[src/rtl/router_port_fifo_if.sv]
// Read/write handshake bundle between a port FIFO and the arbiters that fill and drain it.
interface router_port_fifo_if #(
  parameter int unsigned WIDTH  = 16,
  parameter int unsigned ADDR_W = 3
) ();
  logic              write;
  logic [WIDTH-1:0]  din;
  logic              read;
  logic [WIDTH-1:0]  dout;
  logic              empty;
  logic              almost_empty;
  logic              full;
  logic              almost_full;
  logic [ADDR_W:0]   count;
  logic              overflow;
  logic              underflow;

  // Arbiter side: issues write/read requests and watches the status flags.
  modport master (
    output write, din, read,
    input  dout, empty, almost_empty, full, almost_full, count, overflow, underflow
  );

  // FIFO side.
  modport slave (
    input  write, din, read,
    output dout, empty, almost_empty, full, almost_full, count, overflow, underflow
  );
endinterface

[src/rtl/router_port_fifo.sv]
// Input-port flit buffer: registered read data, count-derived status flags, and
// sticky overflow/underflow error bits.
module router_port_fifo #(
  parameter int unsigned WIDTH    = 16,
  parameter int unsigned DEPTH    = 8,
  parameter int unsigned ADDR_W   = 3,
  parameter int unsigned AF_LEVEL = 7,
  parameter int unsigned AE_LEVEL = 1
) (
  input  logic               clk,
  input  logic               reset,
  router_port_fifo_if.slave  bus
);

  logic [WIDTH-1:0]  mem [DEPTH];
  logic [ADDR_W-1:0] wptr;
  logic [ADDR_W-1:0] rptr;
  logic [ADDR_W:0]   cnt;
  logic [WIDTH-1:0]  doutQ;
  logic              ovfQ;
  logic              udfQ;
  logic              isFull;
  logic              isEmpty;
  logic              wrOk;
  logic              rdOk;

  // Full/empty come from the occupancy count, so pointer wrap needs no extra bit.
  assign isFull  = (cnt == (ADDR_W+1)'(DEPTH));
  assign isEmpty = (cnt == '0);
  assign wrOk    = bus.write & ~isFull;
  assign rdOk    = bus.read & ~isEmpty;

  always_ff @(posedge clk) begin
    if (!reset) begin
      wptr  <= '0;
      rptr  <= '0;
      cnt   <= '0;
      doutQ <= '0;
      ovfQ  <= 1'b0;
      udfQ  <= 1'b0;
    end else begin
      if (wrOk) wptr <= wptr + ADDR_W'(1);
      if (rdOk) rptr <= rptr + ADDR_W'(1);
      // Zero on idle cycles so a valid flit is never presented twice.
      doutQ <= rdOk ? mem[rptr] : '0;
      case ({wrOk, rdOk})
        2'b10:   cnt <= cnt + (ADDR_W+1)'(1);
        2'b01:   cnt <= cnt - (ADDR_W+1)'(1);
        default: cnt <= cnt;
      endcase
      if (bus.write && isFull)  ovfQ <= 1'b1;
      if (bus.read  && isEmpty) udfQ <= 1'b1;
    end
  end

  // Storage array carries no reset; only occupancy state is cleared.
  always_ff @(posedge clk) begin
    if (reset && wrOk) mem[wptr] <= bus.din;
  end

  assign bus.dout         = doutQ;
  assign bus.count        = cnt;
  assign bus.overflow     = ovfQ;
  assign bus.underflow    = udfQ;
  assign bus.empty        = isEmpty;
  assign bus.full         = isFull;
  assign bus.almost_empty = (cnt <= (ADDR_W+1)'(AE_LEVEL));
  assign bus.almost_full  = (cnt >= (ADDR_W+1)'(AF_LEVEL));

endmodule

[src/flat_wrapper.sv]
// flat-port wrapper written by rule: the top's interface ports become plain ports
module router_port_fifo_flat 
#(
  parameter int unsigned WIDTH    = 16,
  parameter int unsigned DEPTH    = 8,
  parameter int unsigned ADDR_W   = 3,
  parameter int unsigned AF_LEVEL = 7,
  parameter int unsigned AE_LEVEL = 1
)
  (clk, reset, bus_write, bus_din, bus_read, bus_dout, bus_empty, bus_almost_empty, bus_full, bus_almost_full, bus_count, bus_overflow, bus_underflow);
  router_port_fifo_if #(.WIDTH(WIDTH), .ADDR_W(ADDR_W)) bus_i ();
  input  logic clk;
  input  logic reset;
  input wire logic [$bits(bus_i.write)-1:0] bus_write;
  input wire logic [$bits(bus_i.din)-1:0] bus_din;
  input wire logic [$bits(bus_i.read)-1:0] bus_read;
  output wire logic [$bits(bus_i.dout)-1:0] bus_dout;
  output wire logic [$bits(bus_i.empty)-1:0] bus_empty;
  output wire logic [$bits(bus_i.almost_empty)-1:0] bus_almost_empty;
  output wire logic [$bits(bus_i.full)-1:0] bus_full;
  output wire logic [$bits(bus_i.almost_full)-1:0] bus_almost_full;
  output wire logic [$bits(bus_i.count)-1:0] bus_count;
  output wire logic [$bits(bus_i.overflow)-1:0] bus_overflow;
  output wire logic [$bits(bus_i.underflow)-1:0] bus_underflow;
  assign bus_i.write = bus_write;
  assign bus_i.din = bus_din;
  assign bus_i.read = bus_read;
  assign bus_dout = bus_i.dout;
  assign bus_empty = bus_i.empty;
  assign bus_almost_empty = bus_i.almost_empty;
  assign bus_full = bus_i.full;
  assign bus_almost_full = bus_i.almost_full;
  assign bus_count = bus_i.count;
  assign bus_overflow = bus_i.overflow;
  assign bus_underflow = bus_i.underflow;
  router_port_fifo #(.WIDTH(WIDTH), .DEPTH(DEPTH), .ADDR_W(ADDR_W), .AF_LEVEL(AF_LEVEL), .AE_LEVEL(AE_LEVEL)) u_core (.clk(clk), .reset(reset), .bus(bus_i));
endmodule
[config.mk]
export PLATFORM = sky130hd
export DESIGN_NAME = router_port_fifo_flat
export DESIGN_NICKNAME = d
export VERILOG_FILES = /design/src/rtl/router_port_fifo_if.sv /design/src/rtl/router_port_fifo.sv /design/src/flat_wrapper.sv
export SDC_FILE = /design/constraint.sdc
export NUM_CORES = 1
export LEC_CHECK = 0
export BUFFER_PORTS_ARGS = -buffer_cell sky130_fd_sc_hd__buf_4
export CAP_MARGIN = 0
export CORE_MARGIN = 2
export CORE_UTILIZATION = 30
export CTS_BUF_LIST = sky130_fd_sc_hd__clkbuf_16
export DETAILED_ROUTE_END_ITERATION = 8
export PLACE_DENSITY_LB_ADDON = 0.3
export SLEW_MARGIN = 10
export SYNTH_ARGS = -nofsm -noshare
export SYNTH_HDL_FRONTEND = slang
export SYNTH_SLANG_ARGS = --single-unit
[constraint.sdc]
create_clock -name clk -period 7.8 [get_ports clk]
set_input_delay 0.78 -clock clk [delete_from_list [all_inputs] [get_ports clk]]
set_output_delay 0.78 -clock clk [all_outputs]
set_load 0.1 [all_outputs]
==> metrics.md <==
| Metric | Value |
|---|---|
| Outcome | `finished, final reports clean` |
| Cts hold-fix bufs | `0` |
| Fillers | `1731` |
| Relative slew slack | `55.5%` |
| FFs w/ async S/R, synth | `0%` |
| I/O Pins | `46` |
| Vias in the first global route | `roughly 3.1k` |
| Max-slew violation count | `0` |
| Cells after synthesis | `roughly 290` |
| Drt first pass iters | `4` |
| Synth Flop Type | `edfxtp_1` |
| Clock insertion delay at the later pin of the skew report | `approximately 0.42 ns` |
| Final period util | `35.5%` |
| ANT nets after route | `0` |
| Reg2Reg Setup Slack | `5.27 ns` |
| DR DRC count | `0` |
| Share of layout cells above drive strength 1 | `34.9%` |
| Routed wire length | `around 11 mm` |
| Die height | `143 um` |
| Vias | `2897` |
| Critical R2R Capture | `u_core.bus.count[3]` |
| Reg clk slew, reported paths | `0.06 ns` |
| Die area | `~20000 sq um` |
| First-pass GRT wire length | `around 17 mm` |
| Hold Crit Depth | `2` |
| Hold WC Path Type | `reg2reg` |
| Number of synthesized register bits | `156` |
| ANT cells | `0` |
| Routed len/inst | `about 18 um` |
| Worst Tran Pin Value | `between 0.6 and 0.7 ns` |
| Core area | `18800 sq um` |
| Cts bufs inserted | `17` |
| Synth area leaders | `edfxtp_1 66%, mux4_2 12%, dfxtp_1 9.7%, a22o_1 2.4%, ha_1 1.3%` |
| Gpl congestion | `0.726` |
| CP max FO | `7` |
| Reg2Reg Depth | `9` |
| Setup Skew | `0.00800 ns` |
| Syn_area_per_cell | `around 20 sq um` |
| CTS tree | `built` |
| Overall Power | `0.00227 W` |
| Crit start category | `register` |
| Worst min-delay path startpoint | `u_core.bus.overflow` |
| Post-Syn Area | `5800 sq um` |
| Tmin final | `around 2.8 ns` |
| Setup bufs post-CTS | `0` |
| Endpoints failing setup | `0` |
| WS Path Type | `reg2out` |
| Worst IR Drop VDD | `slightly above 0.4 mV` |
| Total GRT Usage | `11.9%` |
| DRT iter0 DRCs | `166` |
| Crit path required time | `~7 ns` |
| Std cell rows | `50` |
| Worst hold endpoint | `u_core.bus.overflow` |
| RSZ-0062 raised after global routing | `false` |
| Initial core utilization | `a little under a third` |
| Pwr dens | `323 nW/um^2` |
| Initial antenna violation count | `0` |
| Area of the multi-input gates | `1330 sq um` |
| Clock Path Buffers | `2` |
| Root Driver | `clkbuf_16` |
| CP Capture Type | `output port` |
| Syn. warnings | `0` |
| Static leakage | `2.37 nW` |
| Vias per cell | `between 4 and 5` |
| # resized after CTS | `0` |
| Setup tns final | `0 ns` |
| P&R area growth vs syn | `21.3%` |
| Fin. Hold Viols | `0` |
| Worst EP arrival | `1.99 ns` |
| RR Startpoint | `u_core.bus.count[0]` |
| Sequential area share after synthesis | `75.9%` |
| Unique masters post-synth | `30` |
| Die width | `143 um` |
| Number of enable flip-flop cells after synthesis | `128` |
| # H-tree levels | `4` |
| Port buffer count | `45` |
| Gr ovfl total | `0` |
| Clk sinks | `156` |
| Nets | `377` |
| Sequential cell area | `4410 sq um` |
| Post-DP HPWL | `6.58 mm` |
| Max Cap Viol | `0` |
| Largest net degree at the start of global routing | `33` |
| Max Fclk | `362 MHz` |
| Post-synthesis net count | `314` |
| Yosys top cell area share | `66.3%` |
| Synth area leader | `edfxtp_1` |
[per-stage QoR]
stage               instance area, sq um  instances  worst slack [ns]  hold WS, ns  util (%)
global placement                    6500        592              5.36        0.475      34.5
detailed placement                  6500        592              5.26        0.462      34.5
finish                              7030        624              5.03        0.488      37.3
global route                        7030        624              4.93        0.517      37.3
CTS                                 7030        624              5.02        0.494      37.3
floorplan                           5800        288              3.65        0.480         -
[registers in the layout (all words and copies together), names as in the netlist]
signal,count
u_core.bus.count,4
u_core.bus.dout,16
u_core.bus.overflow,1
u_core.bus.underflow,1
u_core.mem,128
u_core.rptr,3
u_core.wptr,3
[layer usage]
metal | up-vias | track usage [%] | share of wire [%]
li1 | 1292 | - | -
met1 | 1516 | 14.5 | 42
met2 | 73 | 19.5 | 50
met3 | 16 | 4.26 | 6.9
met4 | 0 | 4.27 | 1.3
met5 | - | 0 | 0
[cell usage in the layout, fill, tap and decap left out, drive strengths merged]
| cell type | Yosys | final |
|---|---|---|
| o21ai | 5 | 5 |
| and4 | 1 | 1 |
| xor2 | 2 | 2 |
| bufinv | 0 | 1 |
| clkinvlp | 0 | 2 |
| clkbuf | 4 | 17 |
| a21oi | 8 | 8 |
| clkinv | 0 | 10 |
| ha | 6 | 6 |
| or3b | 1 | 1 |
| a22o | 16 | 16 |
| nand4b | 1 | 1 |
| nor4 | 1 | 1 |
| nor2 | 8 | 8 |
| nor3 | 7 | 7 |
| a21o | 1 | 1 |
| a211oi | 1 | 1 |
| mux2i | 4 | 4 |
| nand3 | 6 | 6 |
| mux4 | 32 | 32 |
| dfxtp | 28 | 28 |
| buf | 8 | 56 |
| nand2 | 5 | 5 |
| nand3b | 1 | 1 |
| or4b | 1 | 1 |
| edfxtp | 128 | 128 |
| or3 | 3 | 3 |
| inv | 7 | 9 |
| nand2b | 3 | 3 |
[power by group]
part           switching [W]  total, W  internal [W]
clock               0.000307  0.000737      0.000430
sequential         0.0000236  0.000962      0.000938
combinational       0.000393  0.000571      0.000178
total               0.000724   0.00227       0.00155
[synthesized netlist by cell type, types with 3 or more instances]
master / n
inv_1: 5
edfxtp_1: 128
mux4_2: 32
mux2i_1: 4
nor3_1: 7
dfxtp_1: 28
clkbuf_1: 4
nor2_1: 8
ha_1: 6
a21oi_1: 8
a22o_1: 16
nand2b_1: 3
nand3_1: 6
nand2_1: 5
or3_1: 3
o21ai_0: 5
buf_2: 5
[cells by family after synthesis]
logic type	count (synthesis)	share of synthesized area (%)
and+or+nand+nor	38	3.82
adders and majority gates	6	1.29
AOI/OAI and AO/OA	31	3.80
DFF	156	75.9
buffers and inverters	19	1.73
xor gates and xnor gates	2	0.302
muxes	36	13.1
[how the worst max path moves through the flow]
stage,slack [ns],start,depth (start not counted),endpoint
after global routing,4.93,u_core.bus.count[1],5,bus_empty
after detailed placement,5.26,u_core.bus.count[0],7,u_core.mem[2][7]
final,5.03,u_core.bus.count[1],5,bus_empty
after floorplan,3.65,u_core.bus.count[0],3,bus_almost_empty
after global placement,5.36,u_core.bus.count[0],9,u_core.bus.count[3]
after CTS,5.02,u_core.bus.count[1],5,bus_empty
[final cells by class]
cell class | count | share of cell area [%]
well taps | 260 | 4.63
flip-flops and latches | 156 | 62.6
repair buffers | 56 | 5.98
clock inverters | 15 | 1.49
inverters | 7 | 0.374
multi-input cells | 113 | 18.8
clock buffers | 17 | 6.05
[critical path, stage by stage (launching register included)]
cell     delay [ns]
dfxtp_1        0.36
inv_1          0.12
ha_1           0.21
or3b_4         0.43
inv_2          0.14
buf_4          0.31
(Power assumes the default switching activity.)
